File: config.mk
export PLATFORM = sky130hd
export DESIGN_NAME = spi_bus_arbiter_flat
export DESIGN_NICKNAME = d
export VERILOG_FILES = /design/src/rtl/spi_bus_arbiter_if.sv /design/src/rtl/spi_bus_arbiter.sv /design/src/flat_wrapper.sv
export SDC_FILE = /design/constraint.sdc
export NUM_CORES = 1
export LEC_CHECK = 0
export CAP_MARGIN = 10
export CORE_AREA = 2 2 127 129
export CTS_BUF_LIST = sky130_fd_sc_hd__clkbuf_4
export CTS_CLUSTER_SIZE = 28
export DETAILED_ROUTE_END_ITERATION = 16
export DIE_AREA = 0 0 129 131
export DONT_BUFFER_PORTS = 1
export HOLD_SLACK_MARGIN = 0.05
export PLACE_DENSITY = 0.36
export SLEW_MARGIN = 20
export SYNTH_ARGS = -nofsm -noshare
export SYNTH_HDL_FRONTEND = slang
export SYNTH_SLANG_ARGS = --single-unit
File: constraint.sdc
create_clock -name i_clk -period 4.4 [get_ports i_clk]
set_clock_uncertainty 0.2 [all_clocks]
set_input_delay 0.66 -clock i_clk [delete_from_list [all_inputs] [get_ports i_clk]]
set_output_delay 0.66 -clock i_clk [all_outputs]
set_load 0.005 [all_outputs]
File: src/rtl/spi_bus_arbiter_if.sv
// spi_bus_arbiter_if: core data port, SPI loader port and memory port bundled for the arbiter
interface spi_bus_arbiter_if #(
    parameter int CNT_W = 16
);
    logic [31:0]      i_core_addr;
    logic [31:0]      i_core_wr_data;
    logic [3:0]       i_core_size;
    logic             i_core_read;
    logic             i_core_write;
    logic [31:0]      o_core_rd_data;
    logic             o_core_stall;
    logic             i_req_spi;
    logic             o_gnt_spi;
    logic [31:0]      i_spi_addr;
    logic [31:0]      i_spi_wr_data;
    logic [3:0]       i_spi_size;
    logic             i_spi_read;
    logic             i_spi_write;
    logic [31:0]      o_spi_rd_data;
    logic [31:0]      o_mem_addr;
    logic [31:0]      o_mem_wr_data;
    logic [3:0]       o_mem_size;
    logic             o_mem_read;
    logic             o_mem_write;
    logic [31:0]      i_mem_rd_data;
    logic [CNT_W-1:0] o_spi_wr_count;

    modport slave (
        input  i_core_addr, i_core_wr_data, i_core_size, i_core_read, i_core_write,
        input  i_req_spi, i_spi_addr, i_spi_wr_data, i_spi_size, i_spi_read, i_spi_write,
        input  i_mem_rd_data,
        output o_core_rd_data, o_core_stall, o_gnt_spi, o_spi_rd_data,
        output o_mem_addr, o_mem_wr_data, o_mem_size, o_mem_read, o_mem_write,
        output o_spi_wr_count
    );

    modport master (
        output i_core_addr, i_core_wr_data, i_core_size, i_core_read, i_core_write,
        output i_req_spi, i_spi_addr, i_spi_wr_data, i_spi_size, i_spi_read, i_spi_write,
        output i_mem_rd_data,
        input  o_core_rd_data, o_core_stall, o_gnt_spi, o_spi_rd_data,
        input  o_mem_addr, o_mem_wr_data, o_mem_size, o_mem_read, o_mem_write,
        input  o_spi_wr_count
    );
endinterface

File: src/rtl/spi_bus_arbiter.sv
// spi_bus_arbiter: shares the memory port between the core and the SPI loader, loader always granted next cycle
module spi_bus_arbiter #(
    parameter int CNT_W = 16
) (
    input  logic              i_clk,
    input  logic              i_rst_n,
    spi_bus_arbiter_if.slave  bus
);
    typedef enum logic {IDLE, GRANT} state_t;

    state_t           state;
    logic             gnt;
    logic             rd_owner;
    logic             rd_valid;
    logic [CNT_W-1:0] wr_count;

    assign gnt                = (state == GRANT);
    assign bus.o_gnt_spi      = gnt;
    assign bus.o_spi_wr_count = wr_count;

    // Each request pulse buys exactly the following cycle on the bus; back-to-back pulses chain grants
    always_ff @(posedge i_clk or negedge i_rst_n) begin
        if (!i_rst_n) state <= IDLE;
        else          state <= bus.i_req_spi ? GRANT : IDLE;
    end

    // Memory mux and read-data steering; the loader owns the port only during its grant cycle
    always_comb begin
        bus.o_mem_addr     = gnt ? bus.i_spi_addr    : bus.i_core_addr;
        bus.o_mem_wr_data  = gnt ? bus.i_spi_wr_data : bus.i_core_wr_data;
        bus.o_mem_size     = gnt ? bus.i_spi_size    : bus.i_core_size;
        bus.o_mem_read     = gnt ? bus.i_spi_read    : bus.i_core_read;
        bus.o_mem_write    = gnt ? bus.i_spi_write   : bus.i_core_write;
        bus.o_core_stall   = gnt & (bus.i_core_read | bus.i_core_write);
        bus.o_core_rd_data = (rd_valid & ~rd_owner) ? bus.i_mem_rd_data : 32'h0;
        bus.o_spi_rd_data  = (rd_valid &  rd_owner) ? bus.i_mem_rd_data : 32'h0;
    end

    // Tag each read with its issuer so the next-cycle memory data returns to the right master; count SPI commits
    always_ff @(posedge i_clk or negedge i_rst_n) begin
        if (!i_rst_n) begin
            rd_valid <= 1'b0;
            rd_owner <= 1'b0;
            wr_count <= '0;
        end else begin
            rd_valid <= bus.o_mem_read;
            if (bus.o_mem_read)            rd_owner <= gnt;
            if (gnt & bus.i_spi_write)     wr_count <= wr_count + CNT_W'(1);
        end
    end
endmodule

File: src/flat_wrapper.sv
// flat-port wrapper written by rule: the top's interface ports become plain ports
module spi_bus_arbiter_flat 
#(
    parameter int CNT_W = 16
)
  (i_clk, i_rst_n, bus_i_core_addr, bus_i_core_wr_data, bus_i_core_size, bus_i_core_read, bus_i_core_write, bus_i_req_spi, bus_i_spi_addr, bus_i_spi_wr_data, bus_i_spi_size, bus_i_spi_read, bus_i_spi_write, bus_i_mem_rd_data, bus_o_core_rd_data, bus_o_core_stall, bus_o_gnt_spi, bus_o_spi_rd_data, bus_o_mem_addr, bus_o_mem_wr_data, bus_o_mem_size, bus_o_mem_read, bus_o_mem_write, bus_o_spi_wr_count);
  spi_bus_arbiter_if #(.CNT_W(CNT_W)) bus_i ();
  input  logic i_clk;
  input  logic i_rst_n;
  input wire logic [$bits(bus_i.i_core_addr)-1:0] bus_i_core_addr;
  input wire logic [$bits(bus_i.i_core_wr_data)-1:0] bus_i_core_wr_data;
  input wire logic [$bits(bus_i.i_core_size)-1:0] bus_i_core_size;
  input wire logic [$bits(bus_i.i_core_read)-1:0] bus_i_core_read;
  input wire logic [$bits(bus_i.i_core_write)-1:0] bus_i_core_write;
  input wire logic [$bits(bus_i.i_req_spi)-1:0] bus_i_req_spi;
  input wire logic [$bits(bus_i.i_spi_addr)-1:0] bus_i_spi_addr;
  input wire logic [$bits(bus_i.i_spi_wr_data)-1:0] bus_i_spi_wr_data;
  input wire logic [$bits(bus_i.i_spi_size)-1:0] bus_i_spi_size;
  input wire logic [$bits(bus_i.i_spi_read)-1:0] bus_i_spi_read;
  input wire logic [$bits(bus_i.i_spi_write)-1:0] bus_i_spi_write;
  input wire logic [$bits(bus_i.i_mem_rd_data)-1:0] bus_i_mem_rd_data;
  output wire logic [$bits(bus_i.o_core_rd_data)-1:0] bus_o_core_rd_data;
  output wire logic [$bits(bus_i.o_core_stall)-1:0] bus_o_core_stall;
  output wire logic [$bits(bus_i.o_gnt_spi)-1:0] bus_o_gnt_spi;
  output wire logic [$bits(bus_i.o_spi_rd_data)-1:0] bus_o_spi_rd_data;
  output wire logic [$bits(bus_i.o_mem_addr)-1:0] bus_o_mem_addr;
  output wire logic [$bits(bus_i.o_mem_wr_data)-1:0] bus_o_mem_wr_data;
  output wire logic [$bits(bus_i.o_mem_size)-1:0] bus_o_mem_size;
  output wire logic [$bits(bus_i.o_mem_read)-1:0] bus_o_mem_read;
  output wire logic [$bits(bus_i.o_mem_write)-1:0] bus_o_mem_write;
  output wire logic [$bits(bus_i.o_spi_wr_count)-1:0] bus_o_spi_wr_count;
  assign bus_i.i_core_addr = bus_i_core_addr;
  assign bus_i.i_core_wr_data = bus_i_core_wr_data;
  assign bus_i.i_core_size = bus_i_core_size;
  assign bus_i.i_core_read = bus_i_core_read;
  assign bus_i.i_core_write = bus_i_core_write;
  assign bus_i.i_req_spi = bus_i_req_spi;
  assign bus_i.i_spi_addr = bus_i_spi_addr;
  assign bus_i.i_spi_wr_data = bus_i_spi_wr_data;
  assign bus_i.i_spi_size = bus_i_spi_size;
  assign bus_i.i_spi_read = bus_i_spi_read;
  assign bus_i.i_spi_write = bus_i_spi_write;
  assign bus_i.i_mem_rd_data = bus_i_mem_rd_data;
  assign bus_o_core_rd_data = bus_i.o_core_rd_data;
  assign bus_o_core_stall = bus_i.o_core_stall;
  assign bus_o_gnt_spi = bus_i.o_gnt_spi;
  assign bus_o_spi_rd_data = bus_i.o_spi_rd_data;
  assign bus_o_mem_addr = bus_i.o_mem_addr;
  assign bus_o_mem_wr_data = bus_i.o_mem_wr_data;
  assign bus_o_mem_size = bus_i.o_mem_size;
  assign bus_o_mem_read = bus_i.o_mem_read;
  assign bus_o_mem_write = bus_i.o_mem_write;
  assign bus_o_spi_wr_count = bus_i.o_spi_wr_count;
  spi_bus_arbiter #(.CNT_W(CNT_W)) u_core (.i_clk(i_clk), .i_rst_n(i_rst_n), .bus(bus_i));
endmodule
==> metrics.log <==
INFO  metric run_status = finished clean
INFO  metric worst_ir_drop_vdd = 87.6 uV
INFO  metric post_cts.repair.setup_buffers = 0
INFO  metric tritoncts.num_buffers = 3
INFO  metric final_area = 2380 um2
INFO  metric chipHeight = 131 um
INFO  metric synth_warnings = 0
INFO  metric area_of_the_mapped_netlist = 2110 um2
INFO  metric fp.coreArea = 15600 um2
INFO  metric finalCoreUtilization = 15.2%
INFO  metric clkSlewWorstSetupHoldPaths = 0.11 ns
INFO  metric tightest_slew = 0.969 ns
INFO  metric clock_tree_sinks = 19
INFO  metric final_net_count = ~390
INFO  metric power.switching = 0.220 mW
INFO  metric power.share.switching = 40.0%
INFO  metric main_combinational_cell_family_by_area_after_synthesis = multiplexers
INFO  metric gpl.final_weighted_congestion = 0.809
INFO  metric drt_drc_violations_left = 0
INFO  metric yosysTopAreaCell = sky130_fd_sc_hd__mux2_2
INFO  metric post_synthesis_compound_gate_area_fraction = approximately 1.1%
INFO  metric drt-total-wl = 9.70 mm
INFO  metric cp_data_arrival_time = 2.28 ns
INFO  metric holdWs = about 0.18 ns
INFO  metric post_drt_antenna_nets = 0
INFO  metric final.min_clock_period = 3.14 ns
INFO  metric cts_tree = done
INFO  metric cp_data_required_time = 3.54 ns
INFO  metric synth-seq-area-share = 22.6%
INFO  metric placed_cells_incl_taps = roughly 420
INFO  metric wl_per_cell = 22.6 um
INFO  metric leading_post_synthesis_cells_by_cell_area = sky130_fd_sc_hd__mux2_2, sky130_fd_sc_hd__dfrtp_1, sky130_fd_sc_hd__and3_1
INFO  metric mux_cell_area_share_after_synthesis = 37.4%
INFO  metric timing.fmax = 0.319 GHz
INFO  metric worstSkewPairLatency = 0.30 ns
INFO  metric floorplan.rows = 46
INFO  metric crit_fanout = 43
INFO  metric detail_route.first_pass.iterations = 4
INFO  metric top_level_ports = 327
INFO  metric clock_power_share = 16.4%
INFO  metric die-area = 16900 um2
INFO  metric cts_root_buffer_type = sky130_fd_sc_hd__clkbuf_4
INFO  metric initial_utilization = 13.5%
INFO  metric grt_first_pass_wirelength = 11.1 mm
INFO  metric holdCritPathClass = input port to flop
INFO  metric setup_violators_final = 0
INFO  metric post_synth_and_or_nand_nor_area_fraction = 28.3%
INFO  metric post-synth-top-area-fraction = 37.4%
INFO  metric crit_path_end_kind = output port
INFO  metric max-cap-violations = 0
INFO  metric power_leakage = 1.01 nW
INFO  metric grt_overflow = 0
INFO  metric worst_setup_path_start_kind = flop
INFO  metric cts.repair.resized = 0
INFO  metric power-per-cell-area = roughly 230 nW/um2
INFO  metric grt_start_max_net_pins = 44
INFO  metric io_buffers = 0
INFO  metric power = 0.551 mW
INFO  metric final_layout_size_suffix_gt1_share = 40.6%
INFO  metric n_fill_cell = 1737
INFO  metric synth_nets = 396
INFO  metric dpl.hpwl = 8.46 mm
INFO  metric fin_setup_tns = 0 ns
INFO  metric antenna_found_initial = 2
INFO  metric dpl-instance-area = between 2000 and 2500 um2
INFO  metric final-hold-violation-count = 0
INFO  metric share_comb_of_total_power = 37.0%
INFO  metric cts_max_level = 1
INFO  metric detail_route.iter0.violations = 27
INFO  metric grt_pass1_vias = 1601
INFO  metric total_count_of_max_transition_violations_in_the_final_report = 0
INFO  metric timing_worst_setup_path_type = flop to output port
INFO  metric period_share = 71.3%
INFO  metric synthesis.area_per_instance = 9.58 um2
INFO  metric post_synth_num_cell_types = 24
INFO  metric slew_headroom = 35.4%
INFO  metric setup_slack = about 1.3 ns
INFO  metric syn_to_final_growth = 12.7%
INFO  metric place_ws = 1.57 ns
INFO  metric synth_fa_ha_area_share = less than 1%
INFO  metric via_count = 1784
INFO  metric clock_path_buffers = 2
INFO  metric fp.dieW = roughly 130 um
INFO  metric vias_per_cell = roughly 4.2
INFO  metric postSynthCellCount = 220
INFO  metric grt_util_all_layers = 9.33%
INFO  metric post_synth_xor_area_fraction = under 10%
INFO  metric setup_repair_after_global_routing_missed_its_margin = no
INFO  metric power.sequential.fraction = 46.7%
INFO  metric ys_seq_elements = 19
INFO  metric layoutNonFillerInstCount = 429
INFO  metric post_cts_hold_buffer_count = 1
INFO  metric cell_internal_pwr = 0.331 mW
==> synthesized netlist by cell type (all sizes together) <==
cell,instances
nor2b,1
clkbuf,9
and2,34
xnor2,9
buf,8
inv,2
dfrtp,19
and3,36
nor2,2
o21ai,3
mux2,70
nor4,1
or2,1
nand4,3
ha,1
nand3,6
xor2,6
o21a,1
nor3,2
nand2,6
==> sequential cells by signal, summed over array words and instances (netlist names) <==
register	count
u_core.bus.o_spi_wr_count	16
u_core.bus.o_gnt_spi	1
u_core.rd_owner	1
u_core.rd_valid	1
==> cells by family after synthesis <==
kind of cell | after synthesis
mux | 70
fa+ha+maj | 1
flops | 19
compound gates | 4
xor+xnor | 15
simple gates | 92
buf+inv | 19
==> critical path: stages, from the launching register on <==
cell and delay [ns]:
sky130_fd_sc_hd__dfrtp_2 1.02, sky130_fd_sc_hd__buf_4 0.52, sky130_fd_sc_hd__mux2_2 0.42
==> per-layer routing <==
layer  up-vias  GRT usage, %  wire length, um
li1        764             -                -
met2       193          17.1             4970
met4         0          2.17              208
met5         -             0                0
met1       817          10.0             3450
met3        10          3.87             1080
==> path summary, 6_finish.rpt <==
path / cells past startpoint / from / end / slack [ns]
max in group asynchronous: 1 / i_rst_n / u_core.bus.o_gnt_spi / 2.70
hold / removal: 0 / bus_i_req_spi / u_core.bus.o_gnt_spi / 0.18
setup reg to reg: 4 / u_core.bus.o_gnt_spi / u_core.bus.o_spi_wr_count[13] / 2.15
min in group asynchronous: 1 / i_rst_n / u_core.bus.o_spi_wr_count[9] / 0.71
setup / recovery: 2 / u_core.bus.o_gnt_spi / bus_o_mem_addr[18] / 1.26
hold reg to reg: 1 / u_core.bus.o_spi_wr_count[15] / u_core.bus.o_spi_wr_count[15] / 0.32
==> power by group through the flow <==
stage | combinational, mW | sequential [mW] | clock (mW)
after CTS | 0.206 | 0.260 | 0.0962
after floorplan | 0.168 | 0.240 | 0
final | 0.204 | 0.257 | 0.0903
after detailed placement | 0.200 | 0.263 | 0
after global routing | 0.225 | 0.264 | 0.102
after global placement | 0.197 | 0.261 | 0
==> cells in the final DEF, fill, tap and decap left out, drive strengths merged <==
cell / count
and2: 34
nor2: 2
nor3: 2
nor4: 1
xor2: 6
and3: 36
diode: 1
nand4: 3
o21ai: 3
nand3: 6
xnor2: 9
mux2: 70
nand2: 6
dlygate4sd3: 1
ha: 1
buf: 4
o21a: 1
or2: 1
nor2b: 1
inv: 2
dfrtp: 19
clkinv: 1
clkbuf: 3
==> area by class of cell <==
class / instances / area, um2 / area share [%]
Tap cell: 216 / 270 / 11.4
Clock inverter: 1 / 5.00 / 0.211
Sequential cell: 19 / 477 / 20.1
Multi-Input combinational cell: 182 / 1550 / 65.3
Clock buffer: 3 / 22.5 / 0.948
Antenna cell: 1 / 2.50 / 0.105
Inverter: 2 / 7.51 / 0.316
Timing Repair Buffer: 5 / 40.0 / 1.69
No activity file was read; power rests on OpenSTA's default activity.
